<file path="src/rtl/avmm_ram_bridge_burst.sv">
// avmm_ram_bridge_burst
// Avalon-MM slave that spreads a linear word address space over NBANK
// single-port RAM banks. Supports incrementing read/write bursts, byte
// enables, and returns read data with a fixed latency of PL cycles.
`timescale 1ns/1ps
module avmm_ram_bridge_burst #(
  parameter int AW    = 12,
  parameter int DW    = 32,
  parameter int PL    = 2,
  parameter int NBANK = 1,
  parameter int BCW   = 4,
  localparam int BW   = (NBANK > 1) ? $clog2(NBANK) : 0
) (
  input  logic                  clk,
  input  logic                  reset,
  input  logic [AW+BW-1:0]      avs_address,
  input  logic                  avs_read,
  input  logic                  avs_write,
  input  logic [DW-1:0]         avs_writedata,
  input  logic [DW/8-1:0]       avs_byteenable,
  input  logic [BCW-1:0]        avs_burstcount,
  output logic                  avs_waitrequest,
  output logic [DW-1:0]         avs_readdata,
  output logic                  avs_readdatavalid,
  output logic                  mem_clock,
  output logic                  mem_aclr,
  output logic [NBANK-1:0]      mem_rden,
  output logic [NBANK-1:0]      mem_wren,
  output logic [AW-1:0]         mem_address,
  output logic [DW-1:0]         mem_data,
  output logic [DW/8-1:0]       mem_byteena,
  input  logic [NBANK*DW-1:0]   mem_q
);

  // Bank index needs at least one bit even when there is a single bank.
  localparam int BWI = (BW > 0) ? BW : 1;

  typedef enum logic [1:0] {
    IDLE     = 2'd0,
    RD_BURST = 2'd1,
    WR_BURST = 2'd2
  } state_t;

  state_t                  state_q, state_d;
  logic [AW+BW-1:0]        ba_q, ba_d;
  logic [BCW-1:0]          rc_q, rc_d;
  logic [PL-1:0]           vld_q, vld_d;
  logic [PL-1:0][BWI-1:0]  bank_pipe_q, bank_pipe_d;
  logic [DW-1:0]           rdata_q, rdata_d;

  logic [BCW-1:0]          bc_eff;
  logic                    multi_beat;
  logic                    wait_c;
  logic                    rd_issue;
  logic                    wr_issue;
  logic [AW+BW-1:0]        iss_addr;
  logic [BWI-1:0]          iss_bank;
  logic [DW-1:0]           bank_rdata [NBANK];

  // A burstcount of zero behaves exactly like a single-beat access.
  assign bc_eff     = (avs_burstcount == '0) ? BCW'(1) : avs_burstcount;
  assign multi_beat = (bc_eff > BCW'(1));

  // Bank select comes from the address bits above the per-bank word address.
  if (BW == 0) begin : g_single_bank
    assign iss_bank = '0;
  end else begin : g_multi_bank
    assign iss_bank = iss_addr[AW+BW-1:AW];
  end

  // Split the flat read-data bus into one word per bank.
  for (genvar gi = 0; gi < NBANK; gi++) begin : g_bank_rdata
    assign bank_rdata[gi] = mem_q[gi*DW +: DW];
  end

  // State register; reset abandons any burst in progress.
  always_ff @(posedge clk or posedge reset) begin
    if (reset) begin
      state_q <= IDLE;
    end else begin
      state_q <= state_d;
    end
  end

  // Next-state: bursts start from IDLE and finish on their last issued beat.
  always_comb begin
    state_d = state_q;
    case (state_q)
      IDLE: begin
        if (avs_write && multi_beat) begin
          state_d = WR_BURST;
        end else if (avs_read && multi_beat) begin
          state_d = RD_BURST;
        end
      end
      RD_BURST: begin
        if (rc_q == BCW'(1)) begin
          state_d = IDLE;
        end
      end
      WR_BURST: begin
        if (avs_write && (rc_q == BCW'(1))) begin
          state_d = IDLE;
        end
      end
      default: state_d = IDLE;
    endcase
  end

  // Outputs: which access issues this cycle, to which address, and the stall.
  always_comb begin
    wait_c   = 1'b1;
    rd_issue = 1'b0;
    wr_issue = 1'b0;
    iss_addr = ba_q;
    case (state_q)
      IDLE: begin
        // Simultaneous read and write: the write wins, the read is dropped.
        wait_c   = 1'b0;
        wr_issue = avs_write;
        rd_issue = avs_read && !avs_write;
        iss_addr = avs_address;
      end
      RD_BURST: begin
        wait_c   = 1'b1;
        rd_issue = 1'b1;
      end
      WR_BURST: begin
        // Only further write beats are accepted; reads must wait.
        wait_c   = !avs_write;
        wr_issue = avs_write;
      end
      default: begin
        wait_c = 1'b1;
      end
    endcase
    if (reset) begin
      wait_c   = 1'b1;
      rd_issue = 1'b0;
      wr_issue = 1'b0;
    end
  end

  // Burst address and remaining-beat counter; the address wraps naturally.
  always_comb begin
    ba_d = ba_q;
    rc_d = rc_q;
    if (state_q == IDLE) begin
      if ((avs_write || avs_read) && multi_beat) begin
        ba_d = avs_address + (AW+BW)'(1);
        rc_d = bc_eff - BCW'(1);
      end
    end else if (rd_issue || wr_issue) begin
      ba_d = ba_q + (AW+BW)'(1);
      rc_d = rc_q - BCW'(1);
    end
  end

  // Read-return pipeline: each issued read carries its bank for PL cycles.
  always_comb begin
    vld_d          = vld_q;
    bank_pipe_d    = bank_pipe_q;
    vld_d[0]       = rd_issue;
    bank_pipe_d[0] = iss_bank;
    for (int i = 1; i < PL; i++) begin
      vld_d[i]       = vld_q[i-1];
      bank_pipe_d[i] = bank_pipe_q[i-1];
    end
  end

  // Read data follows the returning bank when valid, otherwise holds.
  always_comb begin
    rdata_d = rdata_q;
    if (vld_q[PL-1]) begin
      rdata_d = bank_rdata[bank_pipe_q[PL-1]];
    end
  end

  // Datapath registers; in-flight read returns are discarded on reset.
  always_ff @(posedge clk or posedge reset) begin
    if (reset) begin
      ba_q        <= '0;
      rc_q        <= '0;
      vld_q       <= '0;
      bank_pipe_q <= '0;
      rdata_q     <= '0;
    end else begin
      ba_q        <= ba_d;
      rc_q        <= rc_d;
      vld_q       <= vld_d;
      bank_pipe_q <= bank_pipe_d;
      rdata_q     <= rdata_d;
    end
  end

  assign avs_waitrequest   = wait_c;
  assign avs_readdatavalid = vld_q[PL-1];
  assign avs_readdata      = rdata_d;

  assign mem_clock   = clk;
  assign mem_aclr    = reset;
  assign mem_rden    = rd_issue ? (NBANK'(1) << iss_bank) : '0;
  assign mem_wren    = wr_issue ? (NBANK'(1) << iss_bank) : '0;
  assign mem_address = iss_addr[AW-1:0];
  assign mem_data    = avs_writedata;
  assign mem_byteena = avs_byteenable;

endmodule

</file>
<file path="config.mk">
export PLATFORM = sky130hd
export DESIGN_NAME = avmm_ram_bridge_burst
export DESIGN_NICKNAME = d
export VERILOG_FILES = /design/src/rtl/avmm_ram_bridge_burst.sv
export SDC_FILE = /design/constraint.sdc
export NUM_CORES = 1
export LEC_CHECK = 0
export ABC_AREA = 1
export CAP_MARGIN = 5
export CELL_PAD_IN_SITES_DETAIL_PLACEMENT = 0
export CELL_PAD_IN_SITES_GLOBAL_PLACEMENT = 1
export CORE_ASPECT_RATIO = 0.6
export CORE_MARGIN = 5
export CORE_UTILIZATION = 29
export DETAILED_ROUTE_END_ITERATION = 10
export GPL_TIMING_DRIVEN = 0
export PLACE_DENSITY_LB_ADDON = 0.3
export SLEW_MARGIN = 20
export SYNTH_ARGS = -nofsm -noshare
export SYNTH_HDL_FRONTEND = slang
export SYNTH_SLANG_ARGS = --single-unit
</file>
<file path="constraint.sdc">
create_clock -name clk -period 5.01 [get_ports clk]
set_input_delay 0.7515 -clock clk [delete_from_list [all_inputs] [get_ports clk]]
set_output_delay 0.7515 -clock clk [all_outputs]
set_load 0.01 [all_outputs]
</file>
=== After elaboration in Yosys (flattened, before gate mapping) ===
Cells that the tools add are included.

* Flip-flop bits (word level): 52
* Output and inout bits: 86
* Word-level logic and storage cells: 53

* Add/sub/neg operators: 4
* Order comparisons: 1
* Eq/ne operators: 7
* Multiplexer cells: 22
* Reduce and logical (&&, ||, !) cells: 14

{| class="wikitable"
|+ Operator list
! cell !! number
|-
| $mux W12 || 4
|-
| $mux W32 || 1
|-
| $add A12 B1 Y12 const B || 2
|-
| $mux W4 || 4
|-
| $mux W2 || 4
|-
| $sub A4 B1 Y4 const B || 2
|-
| $mux W1 || 6
|-
| $pmux W2 S3 || 1
|-
| $logic_and A1 B1 Y1 || 5
|-
| $eq A4 B1 Y1 const B || 1
|-
| $gt A4 B1 Y1 const B || 1
|-
| $logic_not A4 Y1 || 1
|-
| $ne A2 B2 Y1 const B || 2
|-
| $pmux W1 S2 || 2
|-
| $ne A3 B3 Y1 const B || 1
|-
| $reduce_and A3 Y1 || 1
|-
| $eq A2 B1 Y1 const B || 1
|-
| $eq A2 B2 Y1 const B || 1
|-
| $logic_not A2 Y1 || 1
|-
| $logic_or A1 B1 Y1 || 2
|-
| $ne A2 B1 Y1 const B || 1
|-
| $reduce_and A2 Y1 || 1
|-
| $reduce_bool A2 Y1 || 1
|-
| $reduce_or A2 Y1 || 1
|-
| $logic_not A1 Y1 || 1
|}

=== Depth between registers and ports, before layout ===
Gate-level depths: netlist of the first run.

* Depth after elaboration: 7
* Mapped depth: 12
* Mapped depth without buffers: 11

==> flow_summary.yaml, run 1 <==
run_status:
  status: "finished, final reports clean"
route:
  drtIter0Drc: 86
  drt-vias-per-instance: 4.28
  routed_wl_um: 8230
  vias: 2531
  wl_per_cell_um: 13.9
  ant_nets: 0
  drtPass1Iterations: 4
  route.detailed.drc: 0
pwr:
  power_density_mw_per_mm2: 606
  p_sw_share_pct: 37.9
  sequentialPowerShare_pct: 24.6
  p_comb_share_pct: 57.8
  power.switching_mw: 1.08
  p_clk_share_pct: 17.6
  peakVddDrop_v: 0.000363
  p_leak_nw: 2.09
  internal_power_mw: 1.77
synth:
  synth_warnings: 0
  post_synth_main_area_contributors: "dfrtp_1 44%, mux2_2 12%, buf_4 9.7%"
  ys_types: 30
  avgSynthCellArea_um2: 9.58
  synthCells: 308
  synth-seq-area-share_pct: 44.1
  synth_top_area_share_pct: 44.1
  synth_top_area_cell: "dfrtp_1"
  synth_seq_cells: 52
  synth.net_count: 401
  synth_area_mm2: 0.00295
clock_network:
  cts_setup_buffers: 0
  cts_tree: "done"
  ctsHoldBuffers: 0
  clkTransAtPathRegs_ns: 0.07
  clk_latency_ns: 0.40
  post_cts_resized: 0
sta:
  hold_violations: 0
  fin_setup_tns_ns: 0
  finalMaxSlewViolations: 0
  clock-skew-final_ns: 0.00574
  maxSlewHeadroom_pct: 55.4
  setup_viol: 0
  timing.final.ws_setup_ns: 0.912
  rsz0062_at_grt: "no"
  worst_slew_pin_slew_ns: 0.669
die:
  die_w_um: 140
  rows: 28
  dieArea_mm2: 0.0124
  core_mm2: 0.00988
  die_h_um: 88.1
  top_level_ports: 174
  initial_utilization_pct: 29.9
setup_path:
  crit_family: "buffers and inverters"
  cp_data_required_time_ns: 4.26
  critPathBufInv: 4
  worstPathCellList: "clkbuf_16 -> clkbuf_16 -> buf_4 -> clkdlybuf4s50_1"
  crit_fanout: 2
  critical_path.most_common_cell: "clkbuf_16"
  crit_path_top_delay_cell: "clkdlybuf4s50_1"
  path_class: "clk2out"
  slowest_delay_ns: 0.47
  startpoint_type: "clock port"
  critPathArrivalTime_ns: 3.35
  end_kind: "primary output"
grt:
  antenna_found_initial: 0
  grt_max_degree: 55
  grt_pass1_wl_um: 13100
  gr-total-overflow: 0
  first_global_vias: 2677
  track_usage_pct: 13.5
finish:
  regArea_mm2: 0.00130
  drive_gt1_share_pct: 26.8
  n_fill_cell: 918
  fin_nets: 548
  antenna_cells: 0
  syn_to_final_growth_pct: 59.9
  multi_input_area_mm2: 0.00120
place:
  place_congestion: 0.806
  detailed_place_hpwl_um: 6540
  io_buffers: 137
  dpl_worst_slack_ns: 1.19
flow_run:
  maxCapViolCount: 0
worst_hold_path:
  min_path_type: "reg2reg"
layout make-up:
class	count	share of cell area, %
clock inverters	1	0.159
well taps	135	3.58
flip-flops and latches	52	27.6
plain buffers	47	7.50
repair buffers	136	28.9
inverters	24	2.02
multi-input cells	185	25.5
clock buffers	11	4.83
stage by stage:
| stage | hold WS (ns) | instance area [um^2] | util (%) | power (mW) | instances |
|---|---|---|---|---|---|
| 2_1_floorplan | 0.331 | 2950 | - | 1.68 | 308 |
| 3_3_place_gp | 0.332 | 4490 | 45.5 | 2.39 | 580 |
| 3_5_place_dp | 0.335 | 4490 | 45.5 | 2.42 | 580 |
| 4_1_cts | 0.353 | 4720 | 47.8 | 2.90 | 591 |
| 5_1_grt | 0.358 | 4720 | 47.8 | 3.08 | 591 |
| 6_report | 0.350 | 4720 | 47.8 | 2.86 | 591 |
cells in the mapped netlist:
cell,instances
nand2_1,64
dfrtp_1,52
buf_4,38
mux2_2,32
inv_1,21
nand2_2,13
nand3_1,13
o21ai_0,10
nor2_1,7
o21ai_1,6
ha_1,5
nor2_2,5
xor2_1,5
buf_2,4
buf_6,4
nand2_4,4
o21ai_2,4
a21oi_1,3
inv_2,2
nand4_1,2
nor2_4,2
nor3_1,2
o211ai_1,2
o22ai_1,2
clkbuf_1,1
inv_4,1
nand3_2,1
nand3_4,1
o31ai_1,1
xnor2_1,1
layer usage:
layer | routed length, um | track usage [%]
met4 | 64 | 4.05
met3 | 713 | 4.75
met2 | 3720 | 21.7
met1 | 3730 | 17.2
met5 | 0 | 0
power groups by stage:
stage	clock [mW]	sequential, mW	combinational (mW)
finish	0.503	0.703	1.65
global route	0.538	0.728	1.81
CTS	0.520	0.705	1.68
detailed placement	0.0314	0.713	1.67
global placement	0.0314	0.706	1.65
floorplan	0.0164	0.694	0.966
worst reg2reg max path, stage by stage (launching register included):
cell     delay (ns)
dfrtp_1        0.45
nor2_4         0.25
buf_6          0.21
nand2_2        0.08
nand2_4        0.10
ha_1           0.22
nand3_2        0.11
nor2_2         0.19
nand3_1        0.10
nand3_1        0.09
nand2_1        0.05
state kept, by name, indices dropped and copies added (netlist names):
name and flops:
state_q 2, vld_q 2, ba_q 12, rdata_q 32, rc_q 4
worst paths after layout:
check | from | to | slack, ns | cells past startpoint
worst max-delay path | clk | mem_clock | 0.91 | 4
worst min-delay path | vld_q[0]$_DFF_PP0_ | vld_q[1]$_DFF_PP0_ | 0.35 | 0
worst max register to register | state_q[0]$_DFFE_PP0P_ | ba_q[8]$_DFFE_PP0P_ | 3.06 | 10
worst min register to register | vld_q[0]$_DFF_PP0_ | vld_q[1]$_DFF_PP0_ | 0.35 | 0
max in group asynchronous | reset | rdata_q[1]$_DFF_PP0_ | 3.69 | 2
min in group asynchronous | reset | rdata_q[16]$_DFF_PP0_ | 0.89 | 2
cells in the final DEF (no fill, tap or decap), drive strengths merged:
cell / instances
mux2: 32
o211ai: 2
nand2: 81
clkdlybuf4s50: 137
inv: 24
nor2: 14
ha: 5
xnor2: 1
nor3: 2
clkinvlp: 1
nand4: 2
a21oi: 3
nand3: 15
o22ai: 2
clkbuf: 11
dfrtp: 52
o31ai: 1
o21ai: 20
buf: 46
xor2: 5
kinds of logic (layout without fill, tap and decap cells):
logic type	Yosys count	count (layout)	synth area share, %
mux	32	32	12.2
simple gates	114	114	19.0
buf+inv	71	219	15.1
xor+xnor	6	6	1.78
flops	52	52	44.1
fa+ha+maj	5	5	2.12
compound gates	28	28	5.60
No activity file was read; power rests on OpenSTA's default activity.
==> run 2: changes to the inputs <==
CORE_UTILIZATION = 27   (was 29)
clock period = 4.1 ns   (was 5.01 ns; I/O delays follow)
==> flow_summary.yaml, run 2 (synthesized netlist as in run 1, its figures left out) <==
setup_path:
  rr_worst_depth: 10
  end_kind: "primary output"
  critical_path.most_common_cell: "clkbuf_16"
  crit_path_top_delay_cell: "clkdlybuf4s50_1"
  path_class: "clk2out"
  r2r_end: "ba_q[8]$_DFFE_PP0P_"
  cp_data_required_time_ns: 3.48
  reg2reg_slack_ns: 2.17
  crit_fanout: 2
  slowest_delay_ns: 0.47
  startpoint_type: "clock port"
  cp-startpoint: "clk"
  worstPathCellList: "clkbuf_16 -> clkbuf_16 -> buf_4 -> clkdlybuf4s50_1"
  crit_family: "buffers and inverters"
  critPathArrivalTime_ns: 2.88
  rr_startpoint: "state_q[0]$_DFFE_PP0P_"
  critPathBufInv: 4
finish:
  final_cell_mix: "137 x clkdlybuf4s50_1, 64 x nand2_1, 52 x dfrtp_1"
  n_fill_cell: 1037
  fin_nets: 548
  postLayoutCellArea_mm2: 0.00474
  drive_gt1_share_pct: 27.0
  final_util_pct: 44.6
  top_regs: "rdata_q (32), ba_q (12), rc_q (4)"
  antenna_cells: 0
  syn_to_final_growth_pct: 60.8
  largest_register_ffs: 32
  regMostFlops: "rdata_q"
  final_common_cell: "clkdlybuf4s50_1"
pwr:
  p_sw_share_pct: 37.5
  peakVddDrop_v: 0.000517
  p_comb_share_pct: 56.8
  p_clk_share_pct: 18.9
  internal_power_mw: 2.21
  sequentialPowerShare_pct: 24.3
  power_density_mw_per_mm2: 746
  power.switching_mw: 1.33
  p_leak_nw: 2.10
clock_network:
  cts_setup_buffers: 0
  clk_latency_ns: 0.40
  clkTransAtPathRegs_ns: 0.07
  post_cts_resized: 0
  ctsHoldBuffers: 0
  cts_tree: "done"
worst_hold_path:
  min_path_cells: 0
  min_to: "vld_q[1]$_DFF_PP0_"
  hp-start: "vld_q[0]$_DFF_PP0_"
  min_path_type: "reg2reg"
die:
  die_w_um: 145
  core_mm2: 0.0106
  dieArea_mm2: 0.0132
  rows: 29
  die_h_um: 91.0
  initial_utilization_pct: 27.8
  top_level_ports: 174
route:
  routed_wl_um: 8430
  drt-vias-per-instance: 4.16
  ant_nets: 0
  vias: 2473
  wl_per_cell_um: 14.2
  drtPass1Iterations: 4
  route.detailed.drc: 0
  drtIter0Drc: 91
grt:
  gr-total-overflow: 0
  track_usage_pct: 12.9
  grt_pass1_wl_um: 13700
  first_global_vias: 2569
  antenna_found_initial: 0
  grt_max_degree: 55
sta:
  worst_slew_pin_slew_ns: 0.681
  hold_violations: 0
  finalMaxSlewViolations: 0
  rsz0062_at_grt: "no"
  fin_setup_tns_ns: 0
  maxSlewHeadroom_pct: 54.6
  setup_viol: 0
  clock-skew-final_ns: 0.00261
place:
  place_congestion: 0.769
  place_area_mm2: 0.00450
  io_buffers: 137
  detailed_place_hpwl_um: 6740
flow_run:
  maxCapViolCount: 0
run_status:
  status: "finished, final reports clean"
[run 2: area by class of cell]
class	count	area (um^2)	area share, %
repair buffers	136	1360	28.7
clock inverters	3	46.3	0.976
plain buffers	47	354	7.46
clock buffers	9	210	4.43
well taps	139	174	3.67
inverters	24	95.1	2.00
multi-input cells	185	1200	25.3
flip-flops and latches	52	1300	27.4
[run 2: worst max path at each step]
| stage | endpoint | slack, ns | cells after the start |
|---|---|---|---|
| 6_report | mem_clock | 0.61 | 4 |
| 5_1_grt | mem_clock | 0.59 | 4 |
| 4_1_cts | mem_clock | 0.59 | 4 |
| 3_5_place_dp | mem_rden | 0.82 | 5 |
| 3_3_place_gp | mem_rden | -0.25 | 5 |
| 2_1_floorplan | ba_q[4]$_DFFE_PP0P_ | 1.30 | 9 |
[run 2: through the flow]
stage	worst slack [ns]	std cells	hold WS, ns	power (mW)
6_report	0.609	595	0.361	3.54
5_1_grt	0.587	595	0.372	3.83
4_1_cts	0.595	595	0.363	3.61
3_5_place_dp	0.825	584	0.349	2.96
3_3_place_gp	-0.253	584	0.333	2.93
2_1_floorplan	1.30	308	0.331	2.05
[run 2: layer usage]
metal	share of wire, %	routed length [um]	up-vias	global-route usage, %
met1	47	3950	1131	17.3
met2	45	3820	87	20.0
met5	0	0	-	0
met3	6.9	585	6	4.23
li1	-	-	1249	-
met4	0.85	72	0	3.53
[run 2: power by group through the flow]
stage / clock network [mW] / registers, mW / logic [mW]
after floorplan: 0.0201 / 0.848 / 1.18
after global placement: 0.0383 / 0.862 / 2.03
after detailed placement: 0.0383 / 0.870 / 2.05
after CTS: 0.691 / 0.862 / 2.06
after global routing: 0.715 / 0.891 / 2.22
final: 0.670 / 0.860 / 2.01
==> run 3: changes to the inputs <==
--- a/config.mk
+++ b/config.mk
@@ -17,2 +17,4 @@
 export PLACE_DENSITY_LB_ADDON = 0.3
+export REMOVE_ABC_BUFFERS = 1
+export SKIP_CTS_REPAIR_TIMING = 1
 export SLEW_MARGIN = 20
--- a/constraint.sdc
+++ b/constraint.sdc
@@ -3,2 +3,2 @@
 set_output_delay 0.615 -clock clk [all_outputs]
-set_load 0.01 [all_outputs]
+set_load 0.05 [all_outputs]
==> flow_summary.yaml, run 3 (synthesized netlist as in run 1, its figures left out) <==
run_status:
  status: "finished, final reports clean"
setup_path:
  path_class: "clk2out"
  reg2reg_slack_ns: 1.96
  crit_fanout: 2
  rr_worst_depth: 9
  cp_data_required_time_ns: 3.48
  end_kind: "primary output"
  critPathArrivalTime_ns: 2.99
  startpoint_type: "clock port"
die:
  dieArea_mm2: 0.0132
  core_mm2: 0.0106
  rows: 29
  top_level_ports: 174
  die_h_um: 91.0
  initial_utilization_pct: 27.8
  die_w_um: 145
sta:
  rsz0062_at_grt: "no"
  timing.final.ws_setup_ns: 0.499
  fin_setup_tns_ns: 0
  clock-skew-final_ns: 0.00592
  finalMaxSlewViolations: 0
  hold_violations: 0
  setup_viol: 0
  maxSlewHeadroom_pct: 51.2
  worst_slew_pin_slew_ns: 0.732
  holdWs_ns: 0.351
finish:
  final_util_pct: 38.0
  largest_register_ffs: 32
  top_regs: "rdata_q (32), ba_q (12), rc_q (4)"
  drive_gt1_share_pct: 20.9
  n_fill_cell: 1063
  regMostFlops: "rdata_q"
  final_cell_mix: "101 x clkdlybuf4s50_1, 64 x nand2_1, 51 x dfrtp_1"
  antenna_cells: 0
  fin_nets: 465
  postLayoutCellArea_mm2: 0.00404
  stdcell_count: 512
  syn_to_final_growth_pct: 36.9
  final_common_cell: "clkdlybuf4s50_1"
clock_network:
  clkTransAtPathRegs_ns: 0.07
  cts_tree: "done"
  clk_latency_ns: 0.41
worst_hold_path:
  min_path_cells: 0
  min_path_type: "reg2reg"
place:
  detailed_place_hpwl_um: 6850
  place_area_mm2: 0.00378
  place_congestion: 0.781
  dp_cells: 501
  dpl_worst_slack_ns: 0.560
  io_buffers: 101
grt:
  gr-total-overflow: 0
  grt_max_degree: 55
  first_global_vias: 2302
  antenna_found_initial: 0
  grt_pass1_wl_um: 13800
  track_usage_pct: 13.5
route:
  drtIter0Drc: 111
  drt-vias-per-instance: 4.30
  vias: 2204
  drtPass1Iterations: 4
  wl_per_cell_um: 17.2
  route.detailed.drc: 0
  ant_nets: 0
  routed_wl_um: 8800
pwr:
  peakVddDrop_v: 0.000413
  p_total_mw: 4.25
  power_density_mw_per_mm2: 1050
  p_leak_nw: 1.74
flow_run:
  maxCapViolCount: 0
==> run 3: area by class of cell <==
class / instances / area (um^2) / area share [%]
clock inverters: 2 / 38.8 / 0.961
inverters: 24 / 95.1 / 2.36
flip-flops and latches: 52 / 1300 / 32.3
multi-input cells: 185 / 1200 / 29.8
repair buffers: 100 / 1000 / 24.8
well taps: 139 / 174 / 4.31
clock buffers: 10 / 224 / 5.55
==> run 3: final timing paths <==
| path | from | to |
|---|---|---|
| worst min register to register | vld_q[0]$_DFF_PP0_ | vld_q[1]$_DFF_PP0_ |
| worst min-delay path | vld_q[0]$_DFF_PP0_ | vld_q[1]$_DFF_PP0_ |
| min in group asynchronous | reset | rdata_q[26]$_DFF_PP0_ |
| worst max-delay path | clk | mem_clock |
| max in group asynchronous | reset | vld_q[1]$_DFF_PP0_ |
| worst max register to register | state_q[0]$_DFFE_PP0P_ | ba_q[8]$_DFFE_PP0P_ |
==> run 3: power by group <==
| part | leakage (nW) | switching (mW) | total [mW] | internal [mW] |
|---|---|---|---|---|
| Combinational | 0.983 | 1.78 | 2.67 | 0.886 |
| Sequential | 0.629 | 0.121 | 0.887 | 0.767 |
| Clock | 0.128 | 0.254 | 0.701 | 0.447 |
| Total | 1.74 | 2.15 | 4.25 | 2.10 |
==> run 3: worst max-delay path, cell delays in order <==
cell             delay [ns]
clkbuf_16              0.12
clkbuf_16              0.13
clkdlybuf4s50_1        0.69
==> run 3: per-layer routing <==
layer | vias up | routed length (um) | GRT usage, %
met3 | 10 | 1180 | 10.0
li1 | 1081 | - | -
met1 | 1007 | 4010 | 17.3
met5 | - | 90 | 4.64
met2 | 104 | 3440 | 17.4
met4 | 2 | 77 | 3.29
